<file path="src/rtl/arbiter_pkg.sv">
// Shared definitions for the lock_rr_arbiter block.
//   arb_state_e       : arbiter FSM states (IDLE = no grant, OWNED = grant held)
//   DefaultMaxHold    : default hold budget in granted cycles
//   sel_width(n)      : width of an index able to address n requesters
package arbiter_pkg;

  typedef enum logic {
    IDLE  = 1'b0,
    OWNED = 1'b1
  } arb_state_e;

  localparam int DefaultMaxHold     = 16;
  localparam int DefaultNumRequests = 4;

  function automatic int sel_width(input int n);
    return $clog2(n);
  endfunction

endpackage

</file>
<file path="src/rtl/rr_pick.sv">
// Combinational rotating priority encoder.
// Searches request bits starting at start_idx, wrapping past NumRequests-1
// to 0, skipping any bit set in exclude. The first eligible bit wins.
// Ports:
//   request   : [0:NumRequests-1] candidate requests
//   start_idx : index where the search begins (must be < NumRequests)
//   exclude   : [0:NumRequests-1] bits that may not win
//   winner    : one-hot of the winning requester, zero when none
//   win_idx   : index of the winning requester, 0 when none
//   found     : high when any eligible request exists
module rr_pick
  import arbiter_pkg::*;
#(
  parameter int NumRequests = DefaultNumRequests,
  parameter int SelW        = sel_width(NumRequests)
) (
  input  logic [0:NumRequests-1] request,
  input  logic [SelW-1:0]        start_idx,
  input  logic [0:NumRequests-1] exclude,
  output logic [0:NumRequests-1] winner,
  output logic [SelW-1:0]        win_idx,
  output logic                   found
);

  always_comb begin
    int pos;
    winner  = '0;
    win_idx = '0;
    found   = 1'b0;
    pos     = 0;
    for (int off = 0; off < NumRequests; off++) begin
      pos = int'(start_idx) + off;
      if (pos >= NumRequests) pos = pos - NumRequests;
      if (!found && request[pos] && !exclude[pos]) begin
        found       = 1'b1;
        winner[pos] = 1'b1;
        win_idx     = SelW'(pos);
      end
    end
  end

endmodule

</file>
<file path="src/rtl/lock_rr_arbiter.sv">
// Locking request arbiter with optional round-robin rotation and a hold
// budget. A requester keeps the grant while its request stays high; when it
// drops (or the MaxHold budget runs out while others wait) the grant moves
// to the next winner on the same edge, with no idle bubble.
// Ports:
//   clk        : clock, rising edge
//   rst_n      : asynchronous active-low reset
//   request    : [0:NumRequests-1] level requests, bit i = requester i
//   grant      : [0:NumRequests-1] registered one-hot grant (or zero)
//   select     : registered owner index, 0 when idle
//   en_add_gen : registered, high exactly while a grant is held
//   dbg_state  : current FSM state for observation
module lock_rr_arbiter
  import arbiter_pkg::*;
#(
  parameter int NumRequests = DefaultNumRequests,
  parameter bit RoundRobin  = 1'b1,
  parameter int MaxHold     = DefaultMaxHold
) (
  input  logic                                clk,
  input  logic                                rst_n,
  input  logic [0:NumRequests-1]              request,
  output logic [0:NumRequests-1]              grant,
  output logic [sel_width(NumRequests)-1:0]   select,
  output logic                                en_add_gen,
  output arb_state_e                          dbg_state
);

  localparam int SelW      = sel_width(NumRequests);
  // A zero budget means unlimited; keep a 1-bit counter so widths stay legal.
  localparam int CntW      = (MaxHold > 0) ? $clog2(MaxHold + 1) : 1;
  localparam bit Unlimited = (MaxHold == 0);

  localparam logic [CntW-1:0] MaxCnt  = CntW'(MaxHold);
  localparam logic [CntW-1:0] CntOne  = CntW'(1);
  localparam logic [SelW-1:0] LastIdx = SelW'(NumRequests - 1);

  arb_state_e            state_q;
  logic [CntW-1:0]       cnt_q;
  logic [SelW-1:0]       last_q;

  logic [SelW-1:0]        start_idx;
  logic [0:NumRequests-1] pick_onehot;
  logic [SelW-1:0]        pick_idx;
  logic                   pick_found;
  logic                   owner_req;
  logic                   keep;

  // Round-robin search begins just after the last owner; fixed mode always
  // starts at 0 so the lowest index wins.
  always_comb begin
    start_idx = '0;
    if (RoundRobin) begin
      start_idx = (last_q == LastIdx) ? '0 : last_q + SelW'(1);
    end
  end

  // The current owner is excluded, so pick_found means "someone else is
  // waiting" while OWNED and "anyone is requesting" while IDLE (grant is 0).
  rr_pick #(
    .NumRequests (NumRequests),
    .SelW        (SelW)
  ) u_pick (
    .request   (request),
    .start_idx (start_idx),
    .exclude   (grant),
    .winner    (pick_onehot),
    .win_idx   (pick_idx),
    .found     (pick_found)
  );

  assign owner_req = request[select];
  assign keep      = (state_q == OWNED) && owner_req &&
                     (Unlimited || (cnt_q < MaxCnt) || !pick_found);
  assign dbg_state = state_q;

  always_ff @(posedge clk or negedge rst_n) begin
    if (!rst_n) begin
      state_q    <= IDLE;
      grant      <= '0;
      select     <= '0;
      en_add_gen <= 1'b0;
      cnt_q      <= '0;
      last_q     <= LastIdx;
    end else if (keep) begin
      // Owner continues; counter saturates at the budget.
      if (!Unlimited && (cnt_q < MaxCnt)) cnt_q <= cnt_q + CntOne;
    end else if (pick_found) begin
      // Fresh grant from IDLE, or zero-bubble hand-off from OWNED.
      state_q    <= OWNED;
      grant      <= pick_onehot;
      select     <= pick_idx;
      en_add_gen <= 1'b1;
      cnt_q      <= CntOne;
      last_q     <= pick_idx;
    end else begin
      // Nobody requesting: release. last_q is kept for the next rotation.
      state_q    <= IDLE;
      grant      <= '0;
      select     <= '0;
      en_add_gen <= 1'b0;
      cnt_q      <= '0;
    end
  end

endmodule

</file>
<file path="config.mk">
export PLATFORM = sky130hd
export DESIGN_NAME = lock_rr_arbiter
export DESIGN_NICKNAME = d
export VERILOG_FILES = /design/src/rtl/arbiter_pkg.sv /design/src/rtl/rr_pick.sv /design/src/rtl/lock_rr_arbiter.sv
export SDC_FILE = /design/constraint.sdc
export NUM_CORES = 1
export LEC_CHECK = 0
export ABC_AREA = 1
export BUFFER_PORTS_ARGS = -buffer_cell sky130_fd_sc_hd__buf_4
export CAP_MARGIN = 20
export CELL_PAD_IN_SITES_DETAIL_PLACEMENT = 0
export CELL_PAD_IN_SITES_GLOBAL_PLACEMENT = 1
export CORE_MARGIN = 10
export CORE_UTILIZATION = 30
export CTS_CLUSTER_DIAMETER = 40
export DETAILED_ROUTE_END_ITERATION = 8
export GPL_TIMING_DRIVEN = 0
export PLACE_DENSITY = 0.64
export SYNTH_ARGS = -nofsm -noshare
export SYNTH_HDL_FRONTEND = slang
export SYNTH_HIERARCHICAL = 1
export SYNTH_SLANG_ARGS = --single-unit
</file>
<file path="constraint.sdc">
create_clock -name clk -period 4.6 [get_ports clk]
set_clock_uncertainty 0.1 [all_clocks]
set_input_delay 0.69 -clock clk [delete_from_list [all_inputs] [get_ports clk]]
set_output_delay 0.69 -clock clk [all_outputs]
set_load 0.05 [all_outputs]
</file>
==> impl_metrics.py, run 1 <==
metrics = {
    "floorplanning": {
        "die_area_um2": 6860,
        "dieWidth_um": 82.8,
        "rows": 22,
        "initial_core_util": 0.317,
        "io_pins": 14,
        "core_um2": 3740,
        "die_h_um": 82.8,
    },
    "cells_and_area": {
        "drive_gt1_frac": 0.228,
        "diodes": 0,
        "fin_nets": 188,
        "syn2layout_area_growth_pct": 16.8,
        "postLayoutCoreUtil": 0.370,
    },
    "logic_synthesis": {
        "synth_top_area_frac": 0.253,
        "synth_compound_area_frac": 0.0422,
        "synth_top_area_cell": "dfrtp_1",
        "syn_avg_cell_area_um2": 7.64,
        "muxShareOfSynthArea": 0,
        "syn-cell-area_um2": 1180,
        "synthArstFlopShare": 1.00,
        "synthTopCellsByArea": "dfrtp_1 (25%), nand2_1 (15%), nand3_1 (13%)",
        "synth_edf_count": 0,
        "synth_top_family_by_area": "simple AND/OR/NAND/NOR gates",
        "yosys_register_bits": 14,
        "ys_types": 24,
        "synth-simple-area-share": 0.465,
        "syn_inst": 155,
        "ys_top_cells_by_count": "nand2_1 (47), nand3_1 (31), inv_1 (15), nand4_1 (13), dfrtp_1 (12)",
        "yosys_warnings": 6,
        "yosysMostFrequentCell": "nand2_1",
        "yosys.area_share.xor_xnor": 0.0148,
        "synth_fp_nets": 170,
        "dominantRegCellSynth": "dfrtp_1",
        "ys_seq_area_frac": 0.298,
        "synthAdderAreaFrac": 0.0950,
    },
    "global_routing": {
        "grt_pass1_wl_um": 5000,
        "grt_pass1_vias": 1000,
        "grt_max_degree": 15,
        "grt_overflow": 0,
        "grt_use_total": 0.0830,
        "antenna_found_initial": 0,
    },
    "setup_path": {
        "critical_path.max_fanout": 10,
        "worstSetupEndpointType": "flop",
        "cp_top_family": "simple AND/OR/NAND/NOR gates",
        "path_cells": "ha_1 > nor2_1 > inv_2 > ha_1 > inv_1 > nand3_1 > nand2_4 > nor2_4 > buf_6 > nand4_1 > buf_6 > a21boi_4 > nand3_4 > buf_6 > nand3_1 > nand2_1",
        "crit_top_cell": "buf_6",
        "start_kind": "flop",
        "crit_buf_inv": 5,
        "arrival_ns": 3.54,
        "required_ns": 4.63,
        "slowest_delay_ns": 0.59,
        "crit_type": "flop to flop",
        "cpMaxStageDelayCell": "nor2_1",
    },
    "clock_tree": {
        "clockBufferDepth": 2,
        "cts_buffers": 3,
        "worstSkewPairLatency_ns": 0.24,
        "post_cts_buffers": 0,
        "clkTransAtPathRegs_ns": 0.05,
        "clock-root-buffer": "clkbuf_8",
        "cts-resized-gates": 0,
        "cts.sink_count": 14,
        "hold_buffers": 0,
        "cts_tree": "built",
        "htreeDepth": 1,
    },
    "placed_design": {
        "gp_congestion": 0.823,
        "dp_hpwl_um": 2320,
        "pre_cts_ws_ns": 1.09,
        "io_buffers": 13,
    },
    "timing": {
        "rsz0062_at_grt": "no",
        "slew_viol_final": 0,
        "clock.fmax_ghz": 0.285,
        "worst_slew_pin_slew_ns": 0.774,
        "setup_ws_ns": 1.09,
        "finalHoldViolations": 0,
        "finalCriticalPeriod_ns": 3.51,
        "final.setup.tns_ns": 0,
        "fin_crit_sh": 0.762,
        "slew_headroom": 0.482,
        "finalSetupViolations": 0,
    },
    "routing": {
        "viasPerCell": 4.96,
        "wl_per_cell_um": 13.1,
        "drt-pass1-iter-count": 5,
        "drcViolationCount": 0,
        "antenna_left": 0,
        "wl_um": 2880,
        "drt_iter0_markers": 52,
        "vias": 1087,
    },
    "status": {
        "status": "finished clean",
    },
    "run": {
        "cap_viol_max_count": 0,
    },
    "hold_path": {
        "hold_class": "input pin to asynchronous set/reset pin",
    },
}
per-layer routing:
metal  share of wire  wire [um]  GRT usage  up-vias
li1                -          -          -      555
met1            0.53       1530      0.120      508
met2            0.42       1220      0.119       22
met3           0.034         99     0.0137        2
met4          0.0094         27     0.0277        0
met5               0          0          0        -
worst register-to-register path: cells and delay by family (launching register included):
kind | cells | cell delay [ns]
adders and majority gates | 2 | 0.59
and+or+nand+nor | 8 | 1.28
DFF | 1 | 0.37
AOI/OAI and AO/OA | 1 | 0.26
buffers and inverters | 5 | 0.80
layout by cell type (no fill, tap or decap), types with 2 or more instances in the layout:
cell type  count
nand2_4        2
xor2_1         2
nand4_1       13
a21oi_2        2
ha_1           9
nand2_2        2
inv_1         15
nand2_1       47
nand3_4        2
dfrtp_1       12
clkbuf_8       3
dfstp_2        2
nand3_1       31
nand3_2        3
buf_6          3
buf_4         14
per-stage QoR:
stage	hold slack, ns	instances	cell area, um2
after floorplan	0.294	155	1180
after global placement	0.358	216	1340
after detailed placement	0.368	216	1340
after CTS	0.195	219	1380
after global routing	0.195	219	1380
final	0.192	219	1380
cell families (layout without fill, tap and decap cells):
group / count (synthesis) / count (layout)
AO/OA/AOI/OAI: 5 / 5
XOR/XNOR: 2 / 2
adder cells (fa/ha/maj): 9 / 9
buffers and inverters: 20 / 36
flip-flops: 14 / 14
AND/OR/NAND/NOR: 105 / 105
path summary, 6_finish.rpt:
| kind | end | cells past startpoint | startpoint | slack (ns) |
|---|---|---|---|---|
| max | grant[1]$_DFFE_PN0N_ | 16 | last_q[0]$_DFFE_PN1P_ | 1.09 |
| max reg2reg | grant[1]$_DFFE_PN0N_ | 16 | last_q[0]$_DFFE_PN1P_ | 1.09 |
| min in group clk | last_q[1]$_DFFE_PN1P_ | 2 | last_q[1]$_DFFE_PN1P_ | 0.37 |
| max in group asynchronous | last_q[0]$_DFFE_PN1P_ | 1 | rst_n | 3.97 |
| min reg2reg | last_q[1]$_DFFE_PN1P_ | 2 | last_q[1]$_DFFE_PN1P_ | 0.37 |
| min | grant[1]$_DFFE_PN0N_ | 1 | rst_n | 0.19 |
state kept, by name, indices dropped and copies added (netlist names):
name       count
grant          4
cnt_q          5
last_q         2
select         2
dbg_state      1
area by class of cell:
| type | instances | area [um2] |
|---|---|---|
| Clock buffer | 3 | 41.3 |
| Inverter | 16 | 60.1 |
| Multi-Input combinational cell | 121 | 731 |
| Buffer | 4 | 41.3 |
| Timing Repair Buffer | 13 | 97.6 |
| Fill cell | 410 | 2360 |
| Sequential cell | 14 | 353 |
| Tap cell | 48 | 60.1 |
Power of run 1 is not shown: default switching activity piles up to over one toggle a cycle in this logic, so the estimate is an artifact.
==> run 2: changes to the inputs <==
==> constraint.sdc (replaced) <==
create_clock -name clk -period 3.5 [get_ports clk]
set_clock_uncertainty 0.1 [all_clocks]
set_input_delay 0.525 -clock clk [delete_from_list [all_inputs] [get_ports clk]]
set_output_delay 0.525 -clock clk [all_outputs]
set_load 0.05 [all_outputs]
==> run 2 against run 1 <==
Die area unchanged; non-clock buffer count unchanged; sequential cell count unchanged; cell count unchanged; utilization up 0.20 points; via count up 0.28%; global-route usage about the same.
==> impl_metrics.py, run 2 (synthesis gave the netlist of run 1 again) <==
metrics = {
    "status": {
        "status": "finished clean",
    },
    "routing": {
        "drt_iter0_markers": 48,
        "wl_um": 2880,
        "viasPerCell": 4.98,
        "vias": 1090,
        "drt-pass1-iter-count": 4,
        "drcViolationCount": 0,
        "antenna_left": 0,
        "wl_per_cell_um": 13.2,
    },
    "clock_tree": {
        "cts_buffers": 3,
        "hold_buffers": 0,
        "worstSkewPairLatency_ns": 0.24,
        "cts.sink_count": 14,
        "clkTransAtPathRegs_ns": 0.06,
        "post_cts_buffers": 0,
        "clockBufferDepth": 2,
        "clock-root-buffer": "clkbuf_8",
        "cts_tree": "built",
        "htreeDepth": 1,
    },
    "floorplanning": {
        "io_pins": 14,
        "core_um2": 3740,
        "die_area_um2": 6860,
        "dieWidth_um": 82.8,
        "rows": 22,
        "die_h_um": 82.8,
        "initial_core_util": 0.317,
    },
    "global_routing": {
        "grt_pass1_vias": 1013,
        "use_met3": 0.0137,
        "grt_use_total": 0.0834,
        "grt_max_degree": 15,
        "grt_overflow": 0,
        "antenna_found_initial": 0,
        "grt_pass1_wl_um": 5030,
        "grtUsageMet1": 0.120,
        "grt_use_met2": 0.121,
        "grt_busiest_layer": "met2",
    },
    "run": {
        "cap_viol_max_count": 0,
    },
    "cells_and_area": {
        "final_common_cell": "nand2_1",
        "postLayoutCoreUtil": 0.372,
        "diodes": 0,
        "largest_register_ffs": 5,
        "syn2layout_area_growth_pct": 17.4,
        "drive_gt1_frac": 0.234,
        "fin_nets": 188,
        "regMostFlops": "cnt_q",
        "layout_common_cells": "nand2_1 (47), nand3_1 (31), inv_1 (15), buf_4 (14), nand4_1 (13)",
        "largestRegisters": "cnt_q (5), grant (4)",
    },
    "timing": {
        "finalSetupViolations": 0,
        "rsz0062_at_grt": "no",
        "finalCriticalPeriod_ns": 3.19,
        "fin_crit_sh": 0.912,
        "clock.fmax_ghz": 0.313,
        "worst_slew_pin_slew_ns": 0.312,
        "slew_headroom": 0.792,
        "slew_viol_final": 0,
        "holdWs_ns": 0.0263,
        "finalHoldViolations": 0,
    },
    "setup_path": {
        "reg2regPathDepth": 15,
        "critical_path.max_fanout": 10,
        "endpoint": "grant[1]$_DFFE_PN0N_",
        "crit_type": "flop to flop",
        "regToRegSetupSlack_ns": 0.31,
        "r2r-start": "last_q[0]$_DFFE_PN1P_",
        "start_kind": "flop",
        "crit_start": "last_q[0]$_DFFE_PN1P_",
        "worstSetupEndpointType": "flop",
        "r2r_end": "grant[1]$_DFFE_PN0N_",
        "required_ns": 3.53,
        "arrival_ns": 3.22,
    },
    "placed_design": {
        "dp_hpwl_um": 2320,
        "gp_congestion": 0.823,
        "io_buffers": 13,
    },
    "hold_path": {
        "hold_class": "input pin to asynchronous set/reset pin",
    },
}
[run 2: cell counts in the layout (fill, tap and decap cells not counted)]
No cell type changed its count.
[run 2: metal layers]
metal  routed length (um)  vias to the layer above
met2                 1230                       22
li1                     -                      556
met5                    0                        -
met3                   98                        2
met1                 1530                      510
met4                   27                        0
[run 2: timing repair]
| action | in CTS | in global routing |
|---|---|---|
| hold endpoints to repair | 0 | 0 |
| setup endpoints to repair | 3 | 4 |
| gates resized for setup | 1 | 1 |
| pin swaps | 0 | 0 |
[run 2: layout make-up]
| cell class | instances | area [um2] |
|---|---|---|
| Tap cell | 48 | 60.1 |
| Inverter | 16 | 60.1 |
| Sequential cell | 14 | 353 |
| Buffer | 4 | 41.3 |
| Fill cell | 413 | 2350 |
| Clock buffer | 3 | 41.3 |
| Timing Repair Buffer | 13 | 97.6 |
| Multi-Input combinational cell | 121 | 738 |
[run 2: worst max-delay path: stages (launching register included)]
cell and delay (ns):
dfstp_2 0.56, ha_1 0.34, inv_1 0.22, ha_1 0.38
inv_1 0.08, nand3_1 0.12, nand2_4 0.09, nor2_4 0.13
buf_6 0.14, nand4_1 0.09, buf_6 0.16, a21boi_4 0.26
nand3_4 0.12, buf_6 0.16, nand3_1 0.07, nand2_1 0.05
[run 2: worst min path at each step]
stage               start                   end  slack, ns  cells past startpoint
floorplan           rst_n  cnt_q[0]$_DFFE_PN0P_       0.13                      0
global placement    rst_n  grant[1]$_DFFE_PN0N_       0.28                      1
detailed placement  rst_n  grant[1]$_DFFE_PN0N_       0.29                      1
CTS                 rst_n  grant[1]$_DFFE_PN0N_       0.03                      1
global route        rst_n  grant[1]$_DFFE_PN0N_       0.03                      1
finish              rst_n  grant[1]$_DFFE_PN0N_       0.03                      1
[run 2: per-stage QoR]
stage / setup slack [ns] / cell area, um2 / TNS, ns / instances
floorplan: 0.528 / 1180 / 0 / 155
global placement: 0.0302 / 1340 / 0 / 216
detailed placement: -0.00519 / 1340 / -0.00840 / 216
CTS: 0.232 / 1390 / 0 / 219
global route: 0.0498 / 1390 / 0 / 219
finish: 0.307 / 1390 / 0 / 219
Power of run 2 is left out for the same reason.
